<file path="src/rtl/ofmap_write_packer_pkg.sv">
// Shared widths, FSM encoding and default map size for the ofmap write packer.
// Latency: n/a (definitions only).
// Backpressure: n/a.
package ofmap_write_packer_pkg;
  localparam int DRAM_DATA_W       = 64;
  localparam int PIX_W             = 8;
  localparam int PIX_PER_WORD      = 8;
  localparam int DEFAULT_NUM_WORDS = 151;

  typedef enum logic [1:0] {
    ST_IDLE  = 2'd0,
    ST_PACK  = 2'd1,
    ST_DRAIN = 2'd2,
    ST_DONE  = 2'd3
  } state_t;
endpackage

</file>
<file path="src/rtl/packer_fifo.sv">
// Small FIFO holding packed 64-bit words between the packer and the DRAM port.
// Latency: a pushed word is visible at head_dat the cycle after the push.
// Backpressure: push ignored when full unless a pop happens the same cycle.
module packer_fifo #(
  parameter int AW = 2,
  parameter int DW = 64
) (
  input  logic          clk,
  input  logic          rst_n,
  input  logic          clr,
  input  logic          push,
  input  logic [DW-1:0] push_dat,
  input  logic          pop,
  output logic [DW-1:0] head_dat,
  output logic          full,
  output logic          empty
);
  localparam int DEPTH = 1 << AW;

  logic [DW-1:0] mem_q [DEPTH];
  logic [AW-1:0] wr_ptr_q, wr_ptr_d;
  logic [AW-1:0] rd_ptr_q, rd_ptr_d;
  logic [AW:0]   cnt_q, cnt_d;
  logic          do_push, do_pop;

  assign full     = (cnt_q == (AW+1)'(DEPTH));
  assign empty    = (cnt_q == '0);
  assign head_dat = mem_q[rd_ptr_q];
  assign do_pop   = pop && !empty;
  assign do_push  = push && (!full || do_pop);

  // Pointer and occupancy update; clear wins over push/pop.
  always_comb begin
    wr_ptr_d = wr_ptr_q;
    rd_ptr_d = rd_ptr_q;
    cnt_d    = cnt_q;
    if (clr) begin
      wr_ptr_d = '0;
      rd_ptr_d = '0;
      cnt_d    = '0;
    end else begin
      if (do_push) wr_ptr_d = wr_ptr_q + AW'(1);
      if (do_pop)  rd_ptr_d = rd_ptr_q + AW'(1);
      if (do_push && !do_pop)      cnt_d = cnt_q + (AW+1)'(1);
      else if (do_pop && !do_push) cnt_d = cnt_q - (AW+1)'(1);
    end
  end

  // Control state flops.
  always_ff @(posedge clk or negedge rst_n) begin
    if (!rst_n) begin
      wr_ptr_q <= '0;
      rd_ptr_q <= '0;
      cnt_q    <= '0;
    end else begin
      wr_ptr_q <= wr_ptr_d;
      rd_ptr_q <= rd_ptr_d;
      cnt_q    <= cnt_d;
    end
  end

  // Storage array; contents are don't-care while empty, so no reset.
  always_ff @(posedge clk) begin
    if (do_push && !clr) mem_q[wr_ptr_q] <= push_dat;
  end
endmodule

</file>
<file path="src/rtl/ofmap_write_packer.sv">
// Packs 8-bit pooled pixels into 64-bit words and writes them to consecutive DRAM addresses.
// Latency: 8th pixel accepted at edge E -> DRAMwriteEn high after edge E+1 (FIFO empty, no stall).
// Backpressure: dram_stall holds the FIFO; pix_ready drops only for a lane-7 pixel while the FIFO is full.
module ofmap_write_packer
  import ofmap_write_packer_pkg::*;
#(
  parameter int NUM_WORDS = DEFAULT_NUM_WORDS,
  parameter int BASE_ADDR = 0,
  parameter int ADDR_W    = 10,
  parameter int FIFO_AW   = 2
) (
  input  logic                   clk,
  input  logic                   rst_n,
  input  logic                   start,
  input  logic                   pix_valid,
  input  logic [PIX_W-1:0]       pix_data,
  output logic                   pix_ready,
  input  logic                   flush,
  input  logic                   dram_stall,
  output logic                   DRAMwriteEn,
  output logic [ADDR_W-1:0]      DRAMwriteAddr,
  output logic [DRAM_DATA_W-1:0] DRAMwriteData,
  output logic                   done
);
  localparam int                CNT_W     = $clog2(NUM_WORDS + 1);
  localparam int                IDX_W     = $clog2(PIX_PER_WORD);
  localparam logic [IDX_W-1:0]  LAST_LANE = IDX_W'(PIX_PER_WORD - 1);
  localparam logic [ADDR_W-1:0] BASE      = ADDR_W'(BASE_ADDR);
  localparam logic [CNT_W-1:0]  LAST_CNT  = CNT_W'(NUM_WORDS - 1);

  state_t                 state_q, state_d;
  logic [IDX_W-1:0]       idx_q, idx_d;
  logic [DRAM_DATA_W-1:0] buf_q, buf_d;
  logic [CNT_W-1:0]       push_cnt_q, push_cnt_d;
  logic [CNT_W-1:0]       wr_cnt_q, wr_cnt_d;
  logic                   en_q, en_d;
  logic [ADDR_W-1:0]      addr_q, addr_d;
  logic [DRAM_DATA_W-1:0] data_q, data_d;
  logic                   done_q, done_d;

  logic                   in_pack, accept, lane7, flush_req;
  logic                   fifo_push, fifo_pop, fifo_full, fifo_empty;
  logic [DRAM_DATA_W-1:0] packed_word, fifo_head;

  assign in_pack   = (state_q == ST_PACK);
  assign pix_ready = in_pack && !(fifo_full && idx_q == LAST_LANE);
  assign accept    = pix_valid && pix_ready;
  assign lane7     = accept && (idx_q == LAST_LANE);
  // A flush with an empty assembly word is a no-op unless a pixel lands in it this cycle.
  assign flush_req = in_pack && flush && (idx_q != '0 || accept);
  assign fifo_pop  = !start && !fifo_empty && !dram_stall;
  assign fifo_push = !start && (lane7 || (flush_req && (!fifo_full || fifo_pop)));

  // Merge the incoming pixel into its lane; lanes not yet written stay zero.
  always_comb begin
    packed_word = buf_q;
    if (accept) packed_word[{idx_q, 3'b000} +: PIX_W] = pix_data;
  end

  // Next-state for packing, counters, FSM and the registered DRAM port.
  always_comb begin
    idx_d      = idx_q;
    buf_d      = buf_q;
    push_cnt_d = push_cnt_q;
    wr_cnt_d   = wr_cnt_q;
    state_d    = state_q;
    en_d       = fifo_pop;
    addr_d     = addr_q;
    data_d     = data_q;
    done_d     = (state_q == ST_DONE) && !start;
    if (start) begin
      idx_d      = '0;
      buf_d      = '0;
      push_cnt_d = '0;
      wr_cnt_d   = '0;
      addr_d     = BASE;
      state_d    = ST_PACK;
    end else begin
      if (fifo_push) begin
        idx_d      = '0;
        buf_d      = '0;
        push_cnt_d = push_cnt_q + CNT_W'(1);
      end else if (accept) begin
        idx_d = idx_q + IDX_W'(1);
        buf_d = packed_word;
      end
      if (fifo_pop) begin
        wr_cnt_d = wr_cnt_q + CNT_W'(1);
        addr_d   = BASE + ADDR_W'(wr_cnt_q);
        data_d   = fifo_head;
      end
      case (state_q)
        ST_PACK:  if (fifo_push && push_cnt_q == LAST_CNT) state_d = ST_DRAIN;
        ST_DRAIN: if (fifo_pop && wr_cnt_q == LAST_CNT)    state_d = ST_DONE;
        default:  state_d = state_q;
      endcase
    end
  end

  // All control and output registers.
  always_ff @(posedge clk or negedge rst_n) begin
    if (!rst_n) begin
      state_q    <= ST_IDLE;
      idx_q      <= '0;
      buf_q      <= '0;
      push_cnt_q <= '0;
      wr_cnt_q   <= '0;
      en_q       <= 1'b0;
      addr_q     <= BASE;
      data_q     <= '0;
      done_q     <= 1'b0;
    end else begin
      state_q    <= state_d;
      idx_q      <= idx_d;
      buf_q      <= buf_d;
      push_cnt_q <= push_cnt_d;
      wr_cnt_q   <= wr_cnt_d;
      en_q       <= en_d;
      addr_q     <= addr_d;
      data_q     <= data_d;
      done_q     <= done_d;
    end
  end

  assign DRAMwriteEn   = en_q;
  assign DRAMwriteAddr = addr_q;
  assign DRAMwriteData = data_q;
  assign done          = done_q;

  packer_fifo #(
    .AW (FIFO_AW),
    .DW (DRAM_DATA_W)
  ) u_fifo (
    .clk      (clk),
    .rst_n    (rst_n),
    .clr      (start),
    .push     (fifo_push),
    .push_dat (packed_word),
    .pop      (fifo_pop),
    .head_dat (fifo_head),
    .full     (fifo_full),
    .empty    (fifo_empty)
  );
endmodule
</file>
<file path="config.mk">
export PLATFORM = sky130hd
export DESIGN_NAME = ofmap_write_packer
export DESIGN_NICKNAME = d
export VERILOG_FILES = /design/src/rtl/ofmap_write_packer_pkg.sv /design/src/rtl/packer_fifo.sv /design/src/rtl/ofmap_write_packer.sv
export SDC_FILE = /design/constraint.sdc
export NUM_CORES = 1
export LEC_CHECK = 0
export CORE_AREA = 3 3 195 197
export DETAILED_ROUTE_END_ITERATION = 8
export DIE_AREA = 0 0 198 200
export PLACE_DENSITY = 0.67
export SETUP_SLACK_MARGIN = 0.1
export SLEW_MARGIN = 25
export SYNTH_ARGS = -nofsm -noshare
export SYNTH_HDL_FRONTEND = slang
export SYNTH_SLANG_ARGS = --single-unit
</file>
<file path="constraint.sdc">
create_clock -name clk -period 6.45 [get_ports clk]
set_clock_uncertainty 0.05 [all_clocks]
set_input_delay 1.29 -clock clk [delete_from_list [all_inputs] [get_ports clk]]
set_output_delay 1.29 -clock clk [all_outputs]
set_load 0.1 [all_outputs]
</file>
==> results by group, run 1 <==
Yosys
  • Synth top area share: 0.460
  • Average size of a mapped cell: 17.5 um2
  • Synth Register Bits: 422
  • Post-Syn Instances: 955
  • Yosys cell types: 45
  • Area leader, netlist: edfxtp_1
  • Ys flop type: edfxtp_1
  • Fraction of registers with async set/reset: 0.393
  • Dominant cells by area after synthesis: edfxtp_1 46%, dfrtp_1 25%, mux4_2 8.6%
  • Mapped cell area: 16700 um2
  • Sequential share of the synthesized area: 0.708
  • Post-synth EDFFs: 256
  • Yosys warnings: 0

Clocking
  • Postcts setup bufs: 0
  • Clock latency on the worst-skew pair: 0.55 ns
  • Max Root-Sink Buffers: 3
  • Post-CTS Hold Buffers: 0
  • CTS buffer count: 44
  • Post_cts resized: 0
  • Clock-pin slew on the worst setup and hold paths: 0.06 ns
  • CTS root buffer: clkbuf_16
  • TritonCTS clock tree: done
  • H-Tree Depth: 2
  • Clock sink total: 422

Pwr
  • Clk pwr share: 0.285
  • Leakage Power: 7.40 nW
  • Pwr Density: 438 nW/um2
  • Flop pwr share: 0.384
  • VDD IR max: 0.000407 V
  • Switching share of power: 0.373
  • Internal cell power: 5.37 mW
  • Combinational share of power: 0.332
  • Psw: 3.19 mW

GRT
  • Largest net degree at the start of global routing: 70
  • Number of global-route vias before repair: 8583
  • Initial antenna violation count: 0
  • GR Util All Layers: 0.169
  • First-pass GRT wire length: 51400 um
  • Overflow after GRT: 0

Final layout
  • Share of post-route cells with drive strength above 1: 0.262
  • Total Nets Final: 1086
  • Cell area after layout: 19500 um2
  • Synth-to-layout area growth: 16.9%
  • Diodes inserted: 0
  • Post-Route Utilization: 0.536

Timing
  • Post-route minimum period: 4.42 ns
  • Final setup vio count: 0
  • Tcrit/Tclk final: 0.686
  • Worst Tran Pin Value: 1.03 ns
  • Max Slew Vio Count: 0
  • RSZ-0062 raised after global routing: no
  • Final WS setup: 2.03 ns
  • Max frequency: 226 MHz
  • Final TNS setup: 0 ns
  • Hold_ws: 0.454 ns
  • Endpoints failing hold: 0
  • Slew HR: 0.314

Setup path
  • Critical Path, Cell by Cell: ha_1, ha_1, and4bb_4, nor2_1, clkdlybuf4s50_1
  • Worst EP required: 5.11 ns
  • Crit path DAT: 3.08 ns
  • R2R depth: 8
  • CP max stage cell: clkdlybuf4s50_1
  • Reg2reg end: u_fifo.mem_q[2][6]
  • Startpoint Class: flip-flop
  • Crit Path Class: reg2out
  • CP bufs+invs: 1
  • CP most frequent cell: ha_1
  • Setup crit end kind: output pin
  • RR Startpoint: idx_q[0]
  • R2R Setup Slk: 2.95 ns
  • Critical path's top delay family: buffers and inverters
  • Critical Path Max Stage Delay: 1.16 ns
  • Crit Path Max Fanout: 8

Hold path
  • Hold Path Stages: 1
  • Hold endpoint: DRAMwriteData[62]
  • Hold Path Class: reg2reg
  • Worst Hold Launch: DRAMwriteData[62]

Place
  • Placed cell area: 18100 um2
  • DP Worst Slack: 1.96 ns
  • Port bufs: 88
  • GP Congestion: 0.799
  • HPWL after DPL: 18700 um

Detailed routing
  • Detailed Route Iter0 Violations: 463
  • Vias per cell: 5.36
  • DR pass1 iterations: 5
  • Antenna-violating nets left: 0
  • Routed WL per cell: 20.9 um
  • Drt total wl: 32500 um
  • DR vias: 8348
  • # DRC: 0

Floorplan
  • Rows: 70
  • Die area: 39600 um2
  • IO Count: 91
  • Initial core utilization: 0.459
  • Die H: 200 um
  • Die width: 198 um
  • Core Box Area: 36400 um2

Flow run
  • Max Cap Viol: 0

Outcome
  • Outcome: complete, no violations
==> power groups by stage <==
stage	Combinational, mW	Clock, mW	Sequential [mW]
floorplan	0.744	0	4.76
global placement	2.84	0	3.34
detailed placement	2.86	0	3.34
CTS	2.87	2.50	3.29
global route	2.96	2.61	3.33
finish	2.84	2.44	3.28
==> worst max path at each step <==
stage | startpoint | to | slack, ns | cells past startpoint
2_1_floorplan | dram_stall | u_fifo.mem_q[0][0] | 2.16 | 6
3_3_place_gp | start | u_fifo.mem_q[1][49] | 2.01 | 8
3_5_place_dp | start | u_fifo.mem_q[0][51] | 1.96 | 8
4_1_cts | idx_q[0] | pix_ready | 2.00 | 5
5_1_grt | idx_q[0] | pix_ready | 1.89 | 5
6_report | idx_q[0] | pix_ready | 2.03 | 5
==> cells in the final DEF, fill, tap and decap left out, types with 3 or more instances in the layout <==
master / instances
clkinv_2: 4
buf_4: 9
nor2_1: 56
nand4_1: 10
clkbuf_1: 18
and2_1: 3
xnor2_1: 10
nand2b_1: 12
nand2_1: 38
ha_1: 14
and4_1: 4
mux2_2: 125
clkinv_1: 3
bufinv_16: 3
or2_2: 6
xor2_1: 11
inv_1: 11
mux4_2: 64
buf_6: 3
clkbuf_8: 4
and3_1: 5
a21oi_1: 14
nor3_1: 7
nand3_1: 3
nor2b_1: 62
clkdlybuf4s50_1: 87
edfxtp_1: 256
dfrtp_1: 164
and2_2: 4
clkbuf_16: 45
==> layout make-up <==
cell class	instances	area (um2)
sequential	422	11800
fill	2920	16900
inverter	11	41.3
multi-input combinational	476	4650
clock buffer	67	1250
timing repair buffer	102	1040
clock inverter	11	130
tap	468	586
==> logic make-up (layout without fill, tap and decap cells) <==
kind of cell             Yosys count  in the layout  share of synthesized area
AO/OA/AOI/OAI                     24             24                     0.0106
adder cells (fa/ha/maj)           15             15                     0.0117
multiplexers                     191            191                      0.172
AND/OR/NAND/NOR                  223            223                     0.0715
buffers and inverters             58            191                     0.0153
XOR/XNOR                          21             21                     0.0110
flip-flops                       422            422                      0.708
other                              1              2                   0.000224
==> layer usage <==
layer / global-route usage / part of all wire / vias to the layer above
li1: - / - / 3763
met2: 0.264 / 0.47 / 199
met4: 0.0498 / 0.020 / 0
met1: 0.247 / 0.46 / 4340
met3: 0.0326 / 0.050 / 46
met5: 0 / 0 / -
==> synth_stat cells, drive strengths merged, types with 6 or more instances <==
cell    number
mux2       125
xnor2       10
inv         11
ha          14
nor3        10
edfxtp     256
or2          6
nand2       39
a21oi       14
mux4        64
xor2        11
nand4       12
and2         7
nor2        57
buf         27
clkbuf      20
dfrtp      166
nand2b      13
nor2b       62
==> registers in the layout (all words and copies together) (netlist names), 2 cells and up <==
register,flops
DRAMwriteAddr,8
DRAMwriteData,64
buf_q,64
idx_q,3
push_cnt_q,8
state_q,2
u_fifo.cnt_q,3
u_fifo.mem_q,256
u_fifo.rd_ptr_q,2
u_fifo.wr_ptr_q,2
wr_cnt_q,8
==> through the flow <==
step,power (mW),instances
after floorplan,5.51,956
final,8.56,1557
after global placement,6.18,1476
after global routing,8.90,1557
after CTS,8.66,1555
after detailed placement,6.20,1477
No activity file was read; power rests on OpenSTA's default activity.
==> inputs of run 2 (changes only) <==
Clock period 6.45 ns to 4.6 ns, I/O delays scaled along.
==> results by group, run 2 (same netlist as run 1, synthesis figures left out) <==
Setup path
  • CP endpoint: pix_ready
  • R2R depth: 8
  • Crit path DAT: 2.39 ns
  • Setup crit end kind: output pin
  • Crit Path Max Fanout: 8
  • Startpoint Class: flip-flop
  • RR Startpoint: idx_q[0]
  • Worst Setup SP: idx_q[0]
  • Reg2reg end: u_fifo.mem_q[2][10]
  • R2R Setup Slk: 1.34 ns
  • CP most frequent cell: ha_1
  • Critical Path Max Stage Delay: 0.46 ns
  • Worst EP required: 3.63 ns
  • CP max stage cell: dfrtp_1
  • Critical Path, Cell by Cell: ha_1, ha_1, and4bb_4, nor2_1, buf_4
  • Crit Path Class: reg2out

Clocking
  • Postcts setup bufs: 0
  • Max Root-Sink Buffers: 3
  • Post-CTS Hold Buffers: 0
  • H-Tree Depth: 2
  • CTS root buffer: clkbuf_16
  • Clock sink total: 422
  • Clock-pin slew on the worst setup and hold paths: 0.06 ns
  • Clock latency on the worst-skew pair: 0.53 ns
  • Post_cts resized: 0
  • TritonCTS clock tree: done
  • CTS buffer count: 44

Floorplan
  • Die area: 39600 um2
  • Initial core utilization: 0.459
  • Die H: 200 um
  • Core Box Area: 36400 um2
  • Die width: 198 um
  • IO Count: 91
  • Rows: 70

Detailed routing
  • Drt total wl: 32000 um
  • DR vias: 8212
  • Antenna-violating nets left: 0
  • Vias per cell: 5.25
  • Routed WL per cell: 20.4 um
  • Detailed Route Iter0 Violations: 540
  • DR pass1 iterations: 4
  • # DRC: 0

Timing
  • Slew HR: 0.326
  • Tcrit/Tclk final: 0.730
  • Worst Tran Pin Value: 1.01 ns
  • Final setup vio count: 0
  • Hold_ws: 0.293 ns
  • Endpoints failing hold: 0
  • RSZ-0062 raised after global routing: no
  • Max Slew Vio Count: 0
  • Final TNS setup: 0 ns
  • Max frequency: 298 MHz
  • Post-route minimum period: 3.36 ns

Pwr
  • Clk pwr share: 0.291
  • VDD IR max: 0.000551 V
  • Pwr Density: 616 nW/um2
  • Psw: 4.48 mW
  • Combinational share of power: 0.324
  • Switching share of power: 0.370
  • Flop pwr share: 0.384
  • Leakage Power: 7.47 nW
  • Internal cell power: 7.63 mW

Final layout
  • Commonest non-fill, non-tap cell in the layout: edfxtp_1
  • # fillers: 2873
  • Commonest non-fill, non-tap cells in the layout: 256 x edfxtp_1, 164 x dfrtp_1, 125 x mux2_2, 86 x clkdlybuf4s50_1, 64 x mux4_2
  • Largest Register: u_fifo.mem_q
  • Post-Layout Cell Count: 1565
  • Number of flip-flops in the largest register: 256
  • Total Nets Final: 1092
  • Synth-to-layout area growth: 17.6%
  • Share of post-route cells with drive strength above 1: 0.273
  • Diodes inserted: 0

Place
  • Placed insts: 1484
  • GP Congestion: 0.789
  • Port bufs: 88
  • HPWL after DPL: 19500 um

GRT
  • Initial antenna violation count: 0
  • Largest net degree at the start of global routing: 95
  • Overflow after GRT: 0
  • Number of global-route vias before repair: 8693
  • First-pass GRT wire length: 51100 um
  • GR Util All Layers: 0.167

Outcome
  • Outcome: complete, no violations

Hold path
  • Hold Path Class: in2async

Flow run
  • Max Cap Viol: 0
[run 2: worst min-delay path by stage]
stage,from,endpoint,depth (start not counted)
2_1_floorplan,buf_q[35],buf_q[35],2
3_3_place_gp,DRAMwriteData[56],DRAMwriteData[56],1
3_5_place_dp,DRAMwriteData[59],DRAMwriteData[59],1
4_1_cts,DRAMwriteData[62],DRAMwriteData[62],1
5_1_grt,rst_n,buf_q[27],1
6_report,rst_n,buf_q[34],1
[run 2: critical path: cells and delay by family (launching register included)]
family,cells,cell delay [ns]
DFF,1,0.46
adders and majority gates,2,0.54
buffers and inverters,1,0.35
and+or+nand+nor,2,0.51
[run 2: area by class of cell]
type                    count  area [um2]  share of cell area
well taps                 468         586              0.0298
clock buffers              64        1300              0.0661
multi-input cells         476        4640               0.236
clock inverters            16         163             0.00827
inverters                  11        41.3             0.00210
flip-flops and latches    422       11800               0.602
repair buffers            108        1090              0.0553
[run 2: per-stage QoR]
stage | setup WS (ns) | utilization | area (um2) | total power [mW]
after global routing | 1.07 | 0.540 | 19700 | 12.6
after detailed placement | 0.920 | 0.499 | 18200 | 8.69
after CTS | 1.24 | 0.539 | 19600 | 12.3
after global placement | 0.960 | 0.499 | 18200 | 8.67
final | 1.24 | 0.540 | 19700 | 12.1
after floorplan | 0.675 | - | 16700 | 7.72
[run 2: routing by layer]
layer  track usage  part of all wire  routed length [um]
met5             0                 0                   0
met4        0.0354             0.017                 529
met3        0.0269             0.047                1520
met2         0.266              0.48               15200
met1         0.246              0.46               14700
[run 2: power groups by stage]
stage,logic (mW),registers [mW],clock network [mW]
after floorplan,1.04,6.68,0
after global placement,3.94,4.72,0
after detailed placement,3.96,4.73,0
after CTS,3.98,4.66,3.62
after global routing,4.10,4.71,3.79
final,3.93,4.65,3.53
